$ cat src/rtl/adc_sample_capture.sv
// adc_sample_capture: deserialises 12-bit ADC frames and queues them in a 4-deep FIFO.
// Latency: a completed word is visible on m_data/m_valid one cycle after its count==15 edge.
// Backpressure: m_ready stalls the FIFO; a word completing into a full FIFO with no pop is dropped and flags overflow.
//
// Ports:
//   clk, rst          - system clock (shared with the ADC front end), synchronous active-high reset
//   cs, dout, count   - front-end chip select (active low), serial data (MSB first), 4-bit frame bit counter
//   m_data, m_valid   - head-of-FIFO sample (0 when empty) and non-empty flag
//   m_ready           - downstream accept; pops the head when m_valid is high
//   overflow          - sticky drop flag, cleared only by rst
//   level             - FIFO occupancy 0..4
//
// Build option: define ADC_CAPTURE_OFFSET_EN to convert offset-binary codes to two's complement
// (MSB inverted) as words are pushed; otherwise raw unsigned codes are queued.

module adc_sample_capture (
  input  logic        clk,
  input  logic        rst,
  input  logic        cs,
  input  logic        dout,
  input  logic [3:0]  count,
  output logic [11:0] m_data,
  output logic        m_valid,
  input  logic        m_ready,
  output logic        overflow,
  output logic [2:0]  level
);

  localparam int unsigned DEPTH = 4;

  // Capture state. Eleven bits are enough: the twelfth (LSB) is taken straight
  // from dout on the completing edge.
  logic [10:0] shift_q, shift_d;
  logic        act_q, act_d;

  // FIFO state
  logic [11:0] mem_q [DEPTH];
  logic [1:0]  wr_ptr_q, wr_ptr_d;
  logic [1:0]  rd_ptr_q, rd_ptr_d;
  logic [2:0]  level_q, level_d;
  logic        ovf_q, ovf_d;
  logic [11:0] data_q, data_d;
  logic        vld_q, vld_d;

  // Per-edge events
  logic        in_window;
  logic        word_done;
  logic [11:0] raw_word;
  logic [11:0] push_word;
  logic        full;
  logic        pop;
  logic        push_ok;
  logic        bypass;

  // ---------------------------------------------------------------------------
  // Frame capture
  // ---------------------------------------------------------------------------
  // Counts 0..3 carry the ADC zero/address bits and are ignored. The window
  // 4..15 carries the sample MSB first. act_q marks a frame that started with
  // cs low at count 4 and has not seen cs high since; it is only ever set at
  // count 4, so a reset or abort mid-frame can never yield a partial word.
  assign in_window = (count >= 4'd4);
  assign raw_word  = {shift_q, dout};

  always_comb begin
    shift_d   = shift_q;
    act_d     = act_q;
    word_done = 1'b0;
    if (in_window) begin
      if (cs) begin
        act_d = 1'b0;
      end else begin
        if (count == 4'd4) begin
          act_d   = 1'b1;
          shift_d = {10'd0, dout};
        end else begin
          shift_d = {shift_q[9:0], dout};
        end
        if (count == 4'd15) begin
          word_done = act_q;
          act_d     = 1'b0;
        end
      end
    end
  end

`ifdef ADC_CAPTURE_OFFSET_EN
  // Offset-binary to two's complement: raw - 2048 is just an MSB flip.
  assign push_word = raw_word ^ 12'h800;
`else
  assign push_word = raw_word;
`endif

  // ---------------------------------------------------------------------------
  // FIFO control
  // ---------------------------------------------------------------------------
  // pop is qualified by the registered m_valid, so a word pushed into an empty
  // FIFO cannot be popped on the edge it arrives. When full, a simultaneous pop
  // frees the slot the push needs.
  assign full    = (level_q == 3'd4);
  assign pop     = vld_q & m_ready;
  assign push_ok = word_done & (~full | pop);

  always_comb begin
    wr_ptr_d = wr_ptr_q + {1'b0, push_ok};
    rd_ptr_d = rd_ptr_q + {1'b0, pop};
    level_d  = level_q + {2'd0, push_ok} - {2'd0, pop};
    ovf_d    = ovf_q | (word_done & full & ~pop);
  end

  // Registered head: the next head is the entry at the new read pointer. When
  // that entry is the one being written this edge (push into empty, or push
  // and pop at occupancy 1) the memory does not hold it yet, so forward it.
  assign bypass = push_ok & (rd_ptr_d == wr_ptr_q);

  always_comb begin
    vld_d = (level_d != 3'd0);
    if (level_d == 3'd0) begin
      data_d = 12'd0;
    end else if (bypass) begin
      data_d = push_word;
    end else begin
      data_d = mem_q[rd_ptr_d];
    end
  end

  // ---------------------------------------------------------------------------
  // State registers
  // ---------------------------------------------------------------------------
  always_ff @(posedge clk) begin
    if (rst) begin
      shift_q  <= '0;
      act_q    <= 1'b0;
      wr_ptr_q <= '0;
      rd_ptr_q <= '0;
      level_q  <= '0;
      ovf_q    <= 1'b0;
      data_q   <= '0;
      vld_q    <= 1'b0;
      for (int i = 0; i < DEPTH; i++) begin
        mem_q[i] <= '0;
      end
    end else begin
      shift_q  <= shift_d;
      act_q    <= act_d;
      wr_ptr_q <= wr_ptr_d;
      rd_ptr_q <= rd_ptr_d;
      level_q  <= level_d;
      ovf_q    <= ovf_d;
      data_q   <= data_d;
      vld_q    <= vld_d;
      if (push_ok) begin
        mem_q[wr_ptr_q] <= push_word;
      end
    end
  end

  assign m_data   = data_q;
  assign m_valid  = vld_q;
  assign overflow = ovf_q;
  assign level    = level_q;

endmodule

$ cat config.mk
export PLATFORM = sky130hd
export DESIGN_NAME = adc_sample_capture
export DESIGN_NICKNAME = d
export VERILOG_FILES = /design/src/rtl/adc_sample_capture.sv
export SDC_FILE = /design/constraint.sdc
export NUM_CORES = 1
export LEC_CHECK = 0
export CORE_MARGIN = 3
export CORE_UTILIZATION = 55
export CTS_BUF_LIST = sky130_fd_sc_hd__clkbuf_8 sky130_fd_sc_hd__clkbuf_16
export CTS_CLUSTER_DIAMETER = 30
export DETAILED_ROUTE_END_ITERATION = 6
export HOLD_SLACK_MARGIN = 0.12
export PLACE_DENSITY = 0.84
export SYNTH_ARGS = -nofsm -noshare
export SYNTH_HDL_FRONTEND = slang
export SYNTH_SLANG_ARGS = --single-unit
$ cat constraint.sdc
create_clock -name clk -period 6.3 [get_ports clk]
set_input_delay 0.945 -clock clk [delete_from_list [all_inputs] [get_ports clk]]
set_output_delay 0.945 -clock clk [all_outputs]
set_load 0.05 [all_outputs]
Word level (Yosys, flattened, before mapping)

Memory sizes are Yosys's and may differ from the RTL's. A register that Yosys moved wholly into a read port is not among the register bits.
Index checks and enable logic that the tools add are counted.

$add $sub $neg: 4
$lt $le $gt $ge: 1
Equal/unequal tests: 3
Mux-type cells: 15
Bitwise logic cells: 9
Reductions and logical operators: 7

Operator list:

| operator                                                           | count |
|---|---|
| 2-to-1 mux 1 bit                                                   | 12 |
| 2-to-1 mux 12 bit                                                  | 1 |
| OR reduction 12 bit                                                | 1 |
| 2-to-1 mux 11 bit                                                  | 1 |
| nonzero test 3 bit                                                 | 2 |
| adder 2 x 1 -> 2 bit                                               | 2 |
| bitwise AND 1 bit                                                  | 4 |
| == test 4 x 3 -> 1 bit (second input constant)                     | 1 |
| == test 4 bit (second input constant)                              | 1 |
| greater-or-equal comparator 4 x 3 -> 1 bit (second input constant) | 1 |
| AND reduction 2 bit                                                | 2 |
| adder 3 x 1 -> 3 bit                                               | 1 |
| == test 3 bit (second input constant)                              | 1 |
| logical NOT 3 bit                                                  | 1 |
| NOT 1 bit                                                          | 3 |
| subtractor 3 x 1 -> 3 bit                                          | 1 |
| 2-to-1 mux 2 bit                                                   | 1 |
| OR 1 bit                                                           | 2 |
| OR reduction 2 bit                                                 | 1 |

Register bits after elaboration: 21
Bits in writable memories: 48
Input bits: 9
Output and inout bits: 17
Word-level logic and storage cells: 47
Memories kept: 1

Memories:

| name  | depth | bits a word | read ports | clocked after memory_dff | wr ports | RTL line | RTL |
|---|---|---|---|---|---|---|---|
| mem_q | 4     | 12          | 1          | 1                        | 4        | 37       | `logic [11:0] mem_q [DEPTH];` |

Longest topological paths before layout

Depth after elaboration: 10
Gate-level depth with buffers: 16
Depth with buffers taken out: 14

Worst setup path before layout

No wires, ideal clock.

Path type: input -> register
From: input port count[2]
To: register data_q[1] (netlist: m_data[1]), read port of mem_q
Setup time: 61 ps
Arrival time: 3819 ps
Required time: 6239 ps
Path slack: 2420 ps
Cell stages on the path: 16
Buffers on the path: 2
Cells stage by stage: nand3_2 -> or3_1 -> buf_2 -> nor2_1 -> inv_1 -> ha_1 -> inv_1 -> ha_1 -> inv_1 -> fa_1 -> xor2_1 -> xnor2_1 -> a31oi_1 -> clkbuf_1 -> o311ai_0 -> nand2_1

Word-level cells in the longest chain between the ends: 9
Elaborated cells between the ends (all ways): 10
Those cells by class: 2 x add/sub; 1 x order compare; 1 x eq/ne; 3 x mux; 1 x bitwise; 2 x reduce/logical

Ends and longest elaborated chain:

| element                               | RTL line | RTL |
|---|---|---|
| from (decl)                           | 21       | `input logic [3:0] count,` |
| == test 4 bit                         | 79       | `if (count == 4'd15) begin` |
| 2-to-1 mux 1 bit                      | 79       |  |
| 2-to-1 mux 1 bit                      | 70       | `if (cs) begin` |
| 2-to-1 mux 1 bit *                    | 69       | `if (in_window) begin` |
| bitwise AND 1 bit *                   | 102      | `assign push_ok = word_done & (~full \| pop);` |
| adder 3 x 1 -> 3 bit *                | 107      | `level_d = level_q + {2'd0, push_ok} - {2'd0, pop};` |
| subtractor 3 x 1 -> 3 bit *           | 107      |  |
| logical NOT 3 bit *                   | 118      | `if (level_d == 3'd0) begin` |
| OR reduction 2 bit (no source line) * | --       |  |
| to (decl)                             | 42       | `logic [11:0] data_q, data_d;` |

Mark *: on every way between the ends. The rest lies on a longest branch, timed or not.
A chain may end at the register's enable or synchronous reset.

Final worst setup path

From: input port count[3]
To: register data_q[1] (netlist: m_data[1]), read port of mem_q

Same word-level chain as after synthesis.

==> metrics.txt <==
sequential-to-total area share from yosys stat=57.8%; Setup TNS=0 ns; Core Footprint=6390 sq um; Fill cells=469; initial antenna violation count=0; Clock Latency Late Sink=0.34 ns; Yosys reg bits=81; synth-to-layout area growth=12.2%; total power=1.40 mW; dpl cells=365; sequential share of power=44.7%; min cycle time layout=4.50 ns; Setup Skew=0.00651 ns; Hold Crit Start=overflow; Synth Cell Area=3640 sq um; I/O Pins=26; Hold WC Path Type=flop to flop; VDD IR-drop max=220 uV; htree depth=3; RR Startpoint=act_q; DP Area=3930 sq um; CTS resizes=0; total gr overflow=0; Reg2Reg Setup Slack=2.71 ns; postcts setup bufs=0; status=completed; I/O Buffers=25; CTS Hold Bufs=0; # setup viols final=0; Clock Root Buffer=clkbuf_8; routability cong.=0.796; Setup Crit Path Kind=primary input to flop; DRC errors left=0; DR vias/cell=6.23; CP Launch Type=primary input; Num CTS Buffers=9; syn_area_per_cell=13.0 sq um; Max-Cap Viols=0; layout cells sized above 1=15.1%; WL final=7.55 mm; Antenna diodes=0; height of the die=87.4 microns; Worst Hold Endpoint=overflow; Worst-path clk slew=0.07 ns; row cnt=29; Worst Path Max Fanout=25; Slew Limit Fails=0; LEAKAGE=1.45 nW; period utilisation layout=71.4%; detailed placement HPWL=4.84 mm; Switching Power=497 uW; drt initial violations=281; DIE WIDTH=87.4 microns; CTS Sinks=81; first-pass GRT wire length=12.4 mm; GRT Util Overall=22.0%; first-pass iteration count of the detailed router=4; Yosys cell types=42; clock buffer depth=2; worst r2r dst=m_data[1]; Comb pwr share=33.5%; Die ar.=7630 sq um; unrepaired setup endpoints after global routing=false; worst-margin pin slew=1.20 ns; cell area after layout=4090 sq um; clock group share of total power=21.8%; busiest grt layer=met2; final cell count without fillers=381; Int Power=906 uW; CP required=6.58 ns; Net count, final=313; P per Cell Area=343 nW/um^2; post-synth net total=295; grt met1 use=28.6%; DR vias=2374; WP data arrival=4.78 ns; wire per inst=19.8 microns; R2R depth=15; M2 GR Usage=36.6%; crit path capture type=flop; Sw Share=35.4%; number of global-route vias before repair=2414; post-synthesis cell count=281; Final Hold Viols=0; CTS tree=built; pin count of the biggest net entering global routing=41; FMAX=0.222 GHz; max_slew headroom=19.8%; hold path depth=2; Hold WS=0.475 ns; Initial Util=57.0%; GR Util met3=4.16%; YS warnings=0; Antenna Nets Post-Route=0
==> sequential cells by signal, summed over array words and instances (netlist names) <==
name,cells
shift_q,11
m_data,12
mem_q,48
rd_ptr_q,2
overflow,1
act_q,1
level,3
wr_ptr_q,2
m_valid,1
==> stage by stage <==
| stage | util [%] | worst slack, ns |
|---|---|---|
| global route | 64.0 | 1.57 |
| finish | 64.0 | 1.80 |
| global placement | 61.6 | 1.67 |
| CTS | 64.0 | 1.83 |
| detailed placement | 61.6 | 1.47 |
| floorplan | - | 2.42 |
==> metal layers <==
metal | routed length, microns | vias to the layer above
li1 | - | 1109
met1 | 3100 | 1161
met2 | 3790 | 94
met3 | 569 | 10
met4 | 101 | 0
met5 | 0 | -
==> worst max-delay path by stage <==
stage | startpoint | endpoint | slack [ns] | cells past startpoint
final | count[3] | m_data[1] | 1.80 | 16
after global routing | count[3] | m_data[10] | 1.57 | 16
after global placement | count[3] | m_data[1] | 1.67 | 16
after CTS | count[2] | m_data[1] | 1.83 | 16
after detailed placement | count[2] | m_data[1] | 1.47 | 16
after floorplan | count[2] | m_data[1] | 2.42 | 16
==> layout make-up <==
cell class | count | area [sq um] | area share, %
Sequential cell | 81 | 2100 | 51.5
Clock buffer | 9 | 124 | 3.03
Clock inverter | 7 | 30.0 | 0.735
Tap cell | 77 | 96.3 | 2.36
Inverter | 6 | 22.5 | 0.551
Timing Repair Buffer | 29 | 280 | 6.86
Multi-Input combinational cell | 172 | 1430 | 35.0
==> cell usage after synthesis (all sizes together) <==
cell type	instances	area share, %
edfxtp	48	40
and2	37	6.4
dfxtp	33	18
nor2	22	2.3
nand2	15	1.5
clkbuf	14	1.5
mux4	12	7.4
nor4b	12	4.6
o2111ai	12	2.9
o311ai	12	2.9
a22oi	10	2.1
buf	8	1.2
inv	6	0.62
ha	4	1.4
a21oi	3	0.41
a31oi	3	0.52
or2	3	0.52
and3	2	0.34
and4	2	0.48
mux2i	2	0.55
nand3	2	0.41
nor2b	2	0.34
nor3	2	0.41
or3	2	0.34
xnor2	2	0.48
xor2	2	0.48
a2111oi	1	0.24
a31o	1	0.24
fa	1	0.55
nand2b	1	0.17
o21a	1	0.21
o21ai	1	0.14
o21bai	1	0.21
o31a	1	0.24
o31ai	1	0.21
==> critical path: stages <==
cell             delay, ns
clkdlybuf4s50_1       0.56
nand3_2               0.11
or3_1                 0.68
nor2_1                0.36
inv_1                 0.08
ha_1                  0.28
inv_1                 0.06
ha_1                  0.13
inv_1                 0.05
fa_1                  0.37
xor2_1                0.21
xnor2_1               0.13
a31oi_2               0.20
buf_4                 0.29
o311ai_0              0.18
nand2_1               0.12
==> logic make-up (layout without fill, tap and decap cells) <==
| logic type | Yosys count | in the layout | share of synthesized area (%) |
|---|---|---|---|
| simple gates | 102 | 102 | 17.8 |
| flops | 81 | 81 | 57.8 |
| compound gates | 47 | 47 | 10.2 |
| buf+inv | 28 | 51 | 3.33 |
| mux | 14 | 14 | 7.98 |
| fa+ha+maj | 5 | 5 | 1.93 |
| xor+xnor | 4 | 4 | 0.963 |
==> cells in the final DEF (no fill, tap or decap), types with 3 or more instances in the layout <==
master            n
edfxtp_1         48
ha_1              4
clkbuf_8          9
nand2_1          15
dfxtp_1          33
clkdlybuf4s50_1  25
nor4b_2          10
a22oi_1          10
nor2_1           22
o311ai_1         10
inv_1             8
and2_1           37
clkinv_2          3
mux4_2           12
or2_2             3
o2111ai_1        12
buf_4             4
a21oi_1           3
==> power groups by stage <==
stage / Clock [mW] / Sequential, mW / Combinational (mW)
6_report: 0.305 / 0.627 / 0.470
5_1_grt: 0.332 / 0.632 / 0.503
4_1_cts: 0.311 / 0.628 / 0.472
3_5_place_dp: 0 / 0.640 / 0.472
3_3_place_gp: 0 / 0.638 / 0.458
2_1_floorplan: 0 / 0.754 / 0.216
(Power assumes the default switching activity.)
